`config.mk`:
```
export PLATFORM = sky130hd
export DESIGN_NAME = csa_accum_ctrl_flat
export DESIGN_NICKNAME = d
export VERILOG_FILES = /design/src/rtl/csa_accum_ctrl_if.sv /design/src/rtl/csa_accum_ctrl.sv /design/src/flat_wrapper.sv
export SDC_FILE = /design/constraint.sdc
export NUM_CORES = 1
export LEC_CHECK = 0
export CAP_MARGIN = 20
export CORE_AREA = 2 2 71 73
export DETAILED_ROUTE_END_ITERATION = 10
export DIE_AREA = 0 0 73 75
export PLACE_DENSITY = 0.73
export SLEW_MARGIN = 20
export SYNTH_ARGS = -nofsm -noshare
export SYNTH_HDL_FRONTEND = slang
export SYNTH_SLANG_ARGS = --single-unit
export TNS_END_PERCENT = 30
```
`constraint.sdc`:
```
create_clock -name clk -period 2 [get_ports clk]
set_clock_uncertainty 0.05 [all_clocks]
set_input_delay 0.3 -clock clk [delete_from_list [all_inputs] [get_ports clk]]
set_output_delay 0.3 -clock clk [all_outputs]
set_load 0.005 [all_outputs]
```
`src/rtl/csa_accum_ctrl_if.sv`:
```
// Operand stream in, resolved-total stream out, plus busy/overflow status.
// master = operand source and result consumer; slave = csa_accum_ctrl.
interface csa_accum_ctrl_if #(
  parameter int WIDTH = 4,
  parameter int ACC_W = 8,
  parameter int CNT_W = 8
);
  logic             in_valid;
  logic             in_ready;
  logic [WIDTH-1:0] in_data;
  logic             in_last;
  logic             out_valid;
  logic             out_ready;
  logic [ACC_W-1:0] out_sum;
  logic [CNT_W-1:0] out_count;
  logic             busy;
  logic             ovf;

  modport master (
    output in_valid, in_data, in_last, out_ready,
    input  in_ready, out_valid, out_sum, out_count, busy, ovf
  );

  modport slave (
    input  in_valid, in_data, in_last, out_ready,
    output in_ready, out_valid, out_sum, out_count, busy, ovf
  );
endinterface

```
`src/rtl/csa_accum_ctrl.sv`:
```
// Multi-operand accumulator: one 3:2 carry-save compression per accepted beat, then ripple-resolve of S/C.
// Latency: result valid 1..ACC_W+1 cycles after the last beat is accepted; one operand per cycle while accumulating.
// Backpressure: in_ready low from last beat until result handshake; result held while out_ready is low.
// Optional: define CSA_ACCUM_OVF_DETECT_EN to build the sticky overflow detector (otherwise ovf is tied low).
module csa_accum_ctrl #(
  parameter int WIDTH = 4,
  parameter int ACC_W = 8,
  parameter int CNT_W = 8
) (
  input  logic            clk,
  input  logic            rst_n,
  csa_accum_ctrl_if.slave bus
);

  typedef enum logic [1:0] {
    IDLE    = 2'd0,
    ACCUM   = 2'd1,
    RESOLVE = 2'd2,
    DONE    = 2'd3
  } state_t;

  state_t           r_state;
  logic [ACC_W-1:0] r_s;
  logic [ACC_W-1:0] r_c;
  logic [CNT_W-1:0] r_count;
  logic [ACC_W-1:0] r_out_sum;
  logic [CNT_W-1:0] r_out_count;
  logic             r_in_ready;
  logic             r_out_valid;
  logic             r_busy;

  logic             w_accept;
  logic [ACC_W-1:0] w_d;
  logic [ACC_W-1:0] w_maj;
  logic [ACC_W-1:0] w_and;
  logic [CNT_W-1:0] w_count_inc;

  assign w_accept    = bus.in_valid && r_in_ready;
  assign w_d         = ACC_W'(bus.in_data);
  // Pre-shift carry terms; their MSB is what falls off on the shift.
  assign w_maj       = (r_s & r_c) | (r_s & w_d) | (r_c & w_d);
  assign w_and       = r_s & r_c;
  assign w_count_inc = (r_count == {CNT_W{1'b1}}) ? r_count : r_count + 1'b1;

  always_ff @(posedge clk or negedge rst_n) begin
    if (!rst_n) begin
      r_state     <= IDLE;
      r_s         <= '0;
      r_c         <= '0;
      r_count     <= '0;
      r_out_sum   <= '0;
      r_out_count <= '0;
      r_in_ready  <= 1'b1;
      r_out_valid <= 1'b0;
      r_busy      <= 1'b0;
    end else begin
      case (r_state)
        IDLE: begin
          if (w_accept) begin
            r_s     <= w_d;
            r_c     <= '0;
            r_count <= CNT_W'(1);
            r_busy  <= 1'b1;
            if (bus.in_last) begin
              r_state    <= RESOLVE;
              r_in_ready <= 1'b0;
            end else begin
              r_state <= ACCUM;
            end
          end
        end
        ACCUM: begin
          if (w_accept) begin
            r_s     <= r_s ^ r_c ^ w_d;
            r_c     <= w_maj << 1;
            r_count <= w_count_inc;
            if (bus.in_last) begin
              r_state    <= RESOLVE;
              r_in_ready <= 1'b0;
            end
          end
        end
        RESOLVE: begin
          if (r_c == '0) begin
            r_out_sum   <= r_s;
            r_out_count <= r_count;
            r_out_valid <= 1'b1;
            r_state     <= DONE;
          end else begin
            r_s <= r_s ^ r_c;
            r_c <= w_and << 1;
          end
        end
        DONE: begin
          if (bus.out_ready) begin
            r_out_valid <= 1'b0;
            r_in_ready  <= 1'b1;
            r_busy      <= 1'b0;
            r_state     <= IDLE;
          end
        end
        default: r_state <= IDLE;
      endcase
    end
  end

`ifdef CSA_ACCUM_OVF_DETECT_EN
  logic r_ovf;

  // Any carry dropped off the top means the true total reached 2^ACC_W.
  always_ff @(posedge clk or negedge rst_n) begin
    if (!rst_n) begin
      r_ovf <= 1'b0;
    end else begin
      case (r_state)
        IDLE:    if (w_accept) r_ovf <= 1'b0;
        ACCUM:   if (w_accept && w_maj[ACC_W-1]) r_ovf <= 1'b1;
        RESOLVE: if ((r_c != '0) && w_and[ACC_W-1]) r_ovf <= 1'b1;
        default: ;
      endcase
    end
  end

  assign bus.ovf = r_ovf;
`else
  assign bus.ovf = 1'b0;
`endif

  assign bus.in_ready  = r_in_ready;
  assign bus.out_valid = r_out_valid;
  assign bus.out_sum   = r_out_sum;
  assign bus.out_count = r_out_count;
  assign bus.busy      = r_busy;

endmodule

```
`src/flat_wrapper.sv`:
```
// flat-port wrapper written by rule: the top's interface ports become plain ports
module csa_accum_ctrl_flat 
#(
  parameter int WIDTH = 4,
  parameter int ACC_W = 8,
  parameter int CNT_W = 8
)
  (clk, rst_n, bus_in_valid, bus_in_data, bus_in_last, bus_out_ready, bus_in_ready, bus_out_valid, bus_out_sum, bus_out_count, bus_busy, bus_ovf);
  csa_accum_ctrl_if #(.WIDTH(WIDTH), .ACC_W(ACC_W), .CNT_W(CNT_W)) bus_i ();
  input  logic clk;
  input  logic rst_n;
  input wire logic [$bits(bus_i.in_valid)-1:0] bus_in_valid;
  input wire logic [$bits(bus_i.in_data)-1:0] bus_in_data;
  input wire logic [$bits(bus_i.in_last)-1:0] bus_in_last;
  input wire logic [$bits(bus_i.out_ready)-1:0] bus_out_ready;
  output wire logic [$bits(bus_i.in_ready)-1:0] bus_in_ready;
  output wire logic [$bits(bus_i.out_valid)-1:0] bus_out_valid;
  output wire logic [$bits(bus_i.out_sum)-1:0] bus_out_sum;
  output wire logic [$bits(bus_i.out_count)-1:0] bus_out_count;
  output wire logic [$bits(bus_i.busy)-1:0] bus_busy;
  output wire logic [$bits(bus_i.ovf)-1:0] bus_ovf;
  assign bus_i.in_valid = bus_in_valid;
  assign bus_i.in_data = bus_in_data;
  assign bus_i.in_last = bus_in_last;
  assign bus_i.out_ready = bus_out_ready;
  assign bus_in_ready = bus_i.in_ready;
  assign bus_out_valid = bus_i.out_valid;
  assign bus_out_sum = bus_i.out_sum;
  assign bus_out_count = bus_i.out_count;
  assign bus_busy = bus_i.busy;
  assign bus_ovf = bus_i.ovf;
  csa_accum_ctrl #(.WIDTH(WIDTH), .ACC_W(ACC_W), .CNT_W(CNT_W)) u_core (.clk(clk), .rst_n(rst_n), .bus(bus_i));
endmodule
```
# Yosys cells after proc, flatten, opt, wreduce, memory -nomap -nowiden
# Index checks and enable logic that the tools add are counted.
# totals
ff_bits	45
in_bits	9
out_inout_bits	20
wordCells	74
# classes
n_addsub	1
n_eq_ne	13
n_mux	28
bitwise	7
reduce_logical	16
# ops
operator	count
$mux W8	9
$pmux W8 S3	2
$pmux W8 S2	1
$and A7 B4 Y7	2
$or A7 B7 Y7	2
$mux W2	6
$reduce_and A4 Y1	3
$ne A2 B1 Y1 const B	5
$add A8 B1 Y8 const B	1
$eq A8 B8 Y1 const B	1
$logic_not A8 Y1	1
$ne A2 B2 Y1 const B	4
$pmux W2 S4	1
$reduce_bool A2 Y1	4
$xor A8 B4 Y8	1
$xor A8 B8 Y8	1
$and A7 B7 Y7	1
$mux W1	6
$pmux W1 S2	3
$reduce_and A3 Y1	2
$reduce_and A5 Y1	1
$eq A2 B2 Y1 const B	2
$reduce_bool A3 Y1	1
$eq A2 B1 Y1 const B	1
4 further kinds	4

# Depth between registers and ports, before layout
# logic_depth
word_depth	5
mapped_depth	8
ltp_nobuf	6

# Worst setup path after synthesis
# Ideal clock, no wire load.
# synth_timing
path_kind	register to register
start	register u_core.r_state[0]
end	register u_core.r_out_count[0] (netlist: u_core.bus.out_count[0])
setup_time_ns	0.128
arrival_ns	1.980
required_time_ns	1.822
slack_ns	-0.158
path_stages_with_launch	8
path_buffers	2
synth_period_minus_slack_ns	2.158
cell_sequence	dfrtp_1 > inv_1 > ha_1 > or4b_1 > or2_1 > clkbuf_1 > buf_2 > mux2_1
# synth_via
elab_chain_cells	2
# synth_rtl
element	line_no	rtl
start: declaration	csa_accum_ctrl.sv:22	state_t r_state;
start signal: assignment	csa_accum_ctrl.sv:47	r_state <= IDLE;
start signal: assignment	csa_accum_ctrl.sv:65	r_state <= RESOLVE;
start signal: assignment	csa_accum_ctrl.sv:68	r_state <= ACCUM;
$eq A2 B2 Y1	csa_accum_ctrl.sv:57	case (r_state)
$reduce_and A2 Y1 (no line)	-	
end signal: assignment	csa_accum_ctrl.sv:86	r_out_count <= r_count;
end: declaration	csa_accum_ctrl.sv:27	logic [CNT_W-1:0] r_out_count;
# Every way passes these cells.
# A chain may end at the register's enable or synchronous reset.

# Final worst setup path
# layout_timing
start	register u_core.r_c[5]
end	register u_core.r_out_valid (netlist: u_core.bus.out_valid)
# layout_via
elab_chain_cells	3
# layout_rtl
element	line_no	rtl
start: declaration	csa_accum_ctrl.sv:24	logic [ACC_W-1:0] r_c;
start signal: assignment	csa_accum_ctrl.sv:75	r_c <= w_maj << 1;
start signal: assignment	csa_accum_ctrl.sv:91	r_c <= w_and << 1;
$logic_not A8 Y1	csa_accum_ctrl.sv:84	if (r_c == '0) begin
$ne A2 B1 Y1 (no line)	-	
$reduce_and A3 Y1 (no line)	-	
end signal: assignment	csa_accum_ctrl.sv:54	r_out_valid <= 1'b0;
end signal: assignment	csa_accum_ctrl.sv:87	r_out_valid <= 1'b1;
end signal: assignment	csa_accum_ctrl.sv:96	r_out_valid <= 1'b0;
end: declaration	csa_accum_ctrl.sv:29	logic r_out_valid;
# Every way passes these cells.

==> impl_summary.log <==
[metrics] outcome: finished with violations
[metrics] violated checks: setup timing
[metrics] clock tree root buffer cell: sky130_fd_sc_hd__clkbuf_8
[metrics] number of synthesized flops with an enable pin: 0
[metrics] post-placement cell area: around 2700 um2
[metrics] first-pass GRT wire length: 7.59 mm
[metrics] Layout Nets: around 280
[metrics] count of pins on the block boundary: 29
[metrics] largest voltage drop on the vdd net: around 0.91 mV
[metrics] per-cell routed wire length: approximately 15 um
[metrics] Worst EP arrival: roughly 2.2 ns
[metrics] count of buffers inserted at the top-level ports: 27
[metrics] Max H-tree Level: 2
[metrics] met2 track demand over resource: between 30% and 40%
[metrics] filler instances: 379
[metrics] initial antenna violation count: 0
[metrics] critical path capture point type: flop
[metrics] Power Dens Cells: 1500 nW/um2
[metrics] average size of a mapped cell: 10.8 um2
[metrics] number of nets in the synthesized netlist: 232
[metrics] number of distinct library cell variants in the gate-level netlist after synthesis: 45
[metrics] Gate Count Post-Synth: around 210
[metrics] Worst Setup Path Type: flop to flop
[metrics] Most Used Layer, Global Route: met2
[metrics] Tcrit/Tclk final: 104%
[metrics] fraction of final layout cells sized beyond drive strength 1: 22.4%
[metrics] final critical-path required period: 2.08 ns
[metrics] CP startpoint kind: flop
[metrics] count of yosys warnings during synthesis: 0
[metrics] cell depth of the worst flop-to-flop path: 4
[metrics] design area: about 2900 um2
[metrics] total detailed-routing wirelength: 4.64 mm
[metrics] M3 GR Usage: under 10%
[metrics] total congestion overflow: 0
[metrics] total number of placement rows: 25
[metrics] vias per cell: 5.49
[metrics] M1 GR Usage: 22.7%
[metrics] total power: 4400 uW
[metrics] R2R setup slack: -0.08 ns
[metrics] top_reg_cell synth: sky130_fd_sc_hd__dfrtp_1
[metrics] register area: approximately 1100 um2
[metrics] most common cell after layout, fill and taps aside: sky130_fd_sc_hd__dfrtp_1
[metrics] Initial Utilization: 48.2%
[metrics] detailed-route via count: around 1.7k
[metrics] area of the die: 5480 um2
[metrics] most frequent cells in the layout: 43 x sky130_fd_sc_hd__dfrtp_1, 32 x sky130_fd_sc_hd__nand2_1, 26 x sky130_fd_sc_hd__clkdlybuf4s50_1, 19 x sky130_fd_sc_hd__o21ai_0, 18 x sky130_fd_sc_hd__buf_4
[metrics] Antenna Violating Nets Remaining: 0
[metrics] Multi-input gate area: around 1100 um2
[metrics] half-perimeter wire length after placement: approximately 3.2 mm
[metrics] f_max: slightly below 0.5 GHz
[metrics] class of the worst hold path: input port to asynchronous set/reset pin
[metrics] Seq/Total Area, Yosys: roughly 50%
[metrics] max-slew violation count: 0
[metrics] maximum buffer depth of the clock tree: 2
[metrics] DRC violation count after routing: 0
[metrics] Ant. Diodes: 0
[metrics] largest net degree at the start of global routing: 24
[metrics] Post-Synthesis Cell Area: about 2200 um2
[metrics] Die Width: between 70 and 80 um
[metrics] total global routing track utilization: 18.3%
[metrics] worst-skew pair later-pin latency: about 0.30 ns
[metrics] clock transition at the registers of the reported paths: 0.09 ns
[metrics] area of the core region: 4660 um2
[metrics] number of flip-flops and latches in the synthesized netlist: 44
[metrics] endpoint required time on the critical path: ~2.1 ns
[metrics] growth of design area from synthesis to finish: 31.1%
[metrics] final-report setup violation count: 13
[metrics] setup ws final: -0.0790 ns
[metrics] iteration-0 DRC count of the detailed router: 68
[metrics] number of buffers created by CTS: 5
[metrics] MaxCap Viol Count: 0
[metrics] unrepaired setup endpoints after global routing: true
[metrics] max-slew headroom at the worst pin: 64.3%
[metrics] overall die height: 75 um
[metrics] Tightest Pin Transition: about 0.54 ns
[metrics] maximum fanout count along the critical path: 3
[metrics] worst slack after detailed placement: -0.0604 ns
[metrics] FF-to-FF End: u_core.bus.out_valid
[metrics] number of sinks driven by the clock tree: between 40 and 50
[metrics] GPL Wtd Cong: around 0.78
[metrics] number of global-route vias before repair: 1671
[metrics] CTS tree: yes
[metrics] number of iterations in the first detailed-routing pass: 4
[metrics] number of endpoints with negative hold slack in the final report: 0
[metrics] leakage power figure: ~0.0014 uW
[metrics] Sum Neg Setup Slack: -0.434 ns
[metrics] share of flip-flops with an asynchronous set or reset: 100%
[metrics] Reg2Reg Launch Point: u_core.r_c[5]
worst max-delay path by stage:
stage | startpoint | to | slack [ns] | cells after the start
after floorplan | u_core.r_state[0] | u_core.bus.out_count[0] | -0.02 | 7
after global placement | u_core.r_c[5] | u_core.bus.out_valid | -0.04 | 4
after detailed placement | u_core.r_c[5] | u_core.bus.out_valid | -0.06 | 4
after CTS | u_core.r_c[5] | u_core.bus.out_valid | -0.08 | 4
after global routing | u_core.r_c[5] | u_core.bus.out_valid | -0.14 | 4
final | u_core.r_c[5] | u_core.bus.out_valid | -0.08 | 4
report_power, final:
group	switching (uW)	total, uW	internal [uW]
Clock	300	741	441
Combinational	1090	2330	1250
Sequential	204	1330	1130
state kept, by name, summed over array words and instances, names as in the netlist:
| register | flops |
|---|---|
| u_core.bus.in_ready | 1 |
| u_core.bus.out_count | 8 |
| u_core.r_s | 8 |
| u_core.bus.out_valid | 1 |
| u_core.r_c | 7 |
| u_core.r_state | 2 |
| u_core.bus.out_sum | 8 |
| u_core.bus.busy | 1 |
| u_core.r_count | 8 |
stage by stage:
stage / std cells / hold slack (ns) / utilization [%]
floorplan: 208 / -0.0456 / -
global placement: 297 / 0.257 / 58.3
detailed placement: 297 / 0.253 / 58.3
CTS: 306 / 0.448 / 61.3
global route: 309 / 0.474 / 63.2
finish: 309 / 0.459 / 63.2
layout make-up:
type                       instances  area share [%]
clock buffer                       7            3.27
clock inverter                     1            1.02
inverter                           5           0.637
multi-input combinational        148            38.8
sequential                        44            37.4
tap                               54            2.29
timing repair buffer              50            16.5
cell usage after synthesis (2+ instances only):
cell                       instances  area [um2]
sky130_fd_sc_hd__clkbuf_1          8        30.0
sky130_fd_sc_hd__mux2_2            7        78.8
sky130_fd_sc_hd__buf_2             2        10.0
sky130_fd_sc_hd__nor2b_1           2        12.5
sky130_fd_sc_hd__nor2_1            5        18.8
sky130_fd_sc_hd__mux2_1           11         124
sky130_fd_sc_hd__a32oi_1           3        26.3
sky130_fd_sc_hd__and2_1            2        12.5
sky130_fd_sc_hd__o21ai_0          19        95.1
sky130_fd_sc_hd__o21ai_1           3        15.0
sky130_fd_sc_hd__fa_1              3        60.1
sky130_fd_sc_hd__nand4_1           2        12.5
sky130_fd_sc_hd__a21oi_1           5        25.0
sky130_fd_sc_hd__o22ai_1           2        12.5
sky130_fd_sc_hd__a22oi_1           3        22.5
sky130_fd_sc_hd__dfrtp_1          43        1080
sky130_fd_sc_hd__ha_1             12         150
sky130_fd_sc_hd__or4_1             2        15.0
sky130_fd_sc_hd__xor2_1            3        26.3
sky130_fd_sc_hd__mux2i_1           4        40.0
sky130_fd_sc_hd__a31oi_1           2        12.5
sky130_fd_sc_hd__nand3_1           2        10.0
sky130_fd_sc_hd__nand2_1          32         120
sky130_fd_sc_hd__inv_1             5        18.8
sky130_fd_sc_hd__o211ai_1          4        30.0
sky130_fd_sc_hd__a22o_1            3        26.3
repair_timing:
action,4_1_cts,5_1_grt
setup endpoints to repair,13,22
buffers inserted,0,2
gates resized for setup,0,14
pin swaps,1,1
hold buffers,1,0
cloned,0,1
endpoints found under the hold margin,22,0
routing by layer:
layer / share of wire, % / up-vias / wire (um)
li1: - / 835 / -
met1: 44 / 811 / 2060
met2: 49 / 41 / 2280
met3: 4.7 / 9 / 217
met4: 1.7 / 0 / 80
met5: 0 / - / 0
critical path, stage by stage (launching register included):
cell and delay, ns:
sky130_fd_sc_hd__dfrtp_1 0.38, sky130_fd_sc_hd__or4_4 0.56, sky130_fd_sc_hd__or4_4 0.46, sky130_fd_sc_hd__mux2_4 0.31, sky130_fd_sc_hd__a22o_1 0.22
kinds of logic (layout without fill, tap and decap cells):
kind of cell             Yosys count  in the layout  share of synthesized area, %
AO/OA/AOI/OAI                     51             51                          14.4
XOR/XNOR                           3              3                          1.17
adder cells (fa/ha/maj)           15             15                          9.36
buffers and inverters             16             63                          2.95
flip-flops                        44             44                          49.1
multiplexers                      22             22                          10.8
other                              1              1                         0.167
AND/OR/NAND/NOR                   56             56                          12.0
Note: power is estimated with default switching activity, not from simulation.
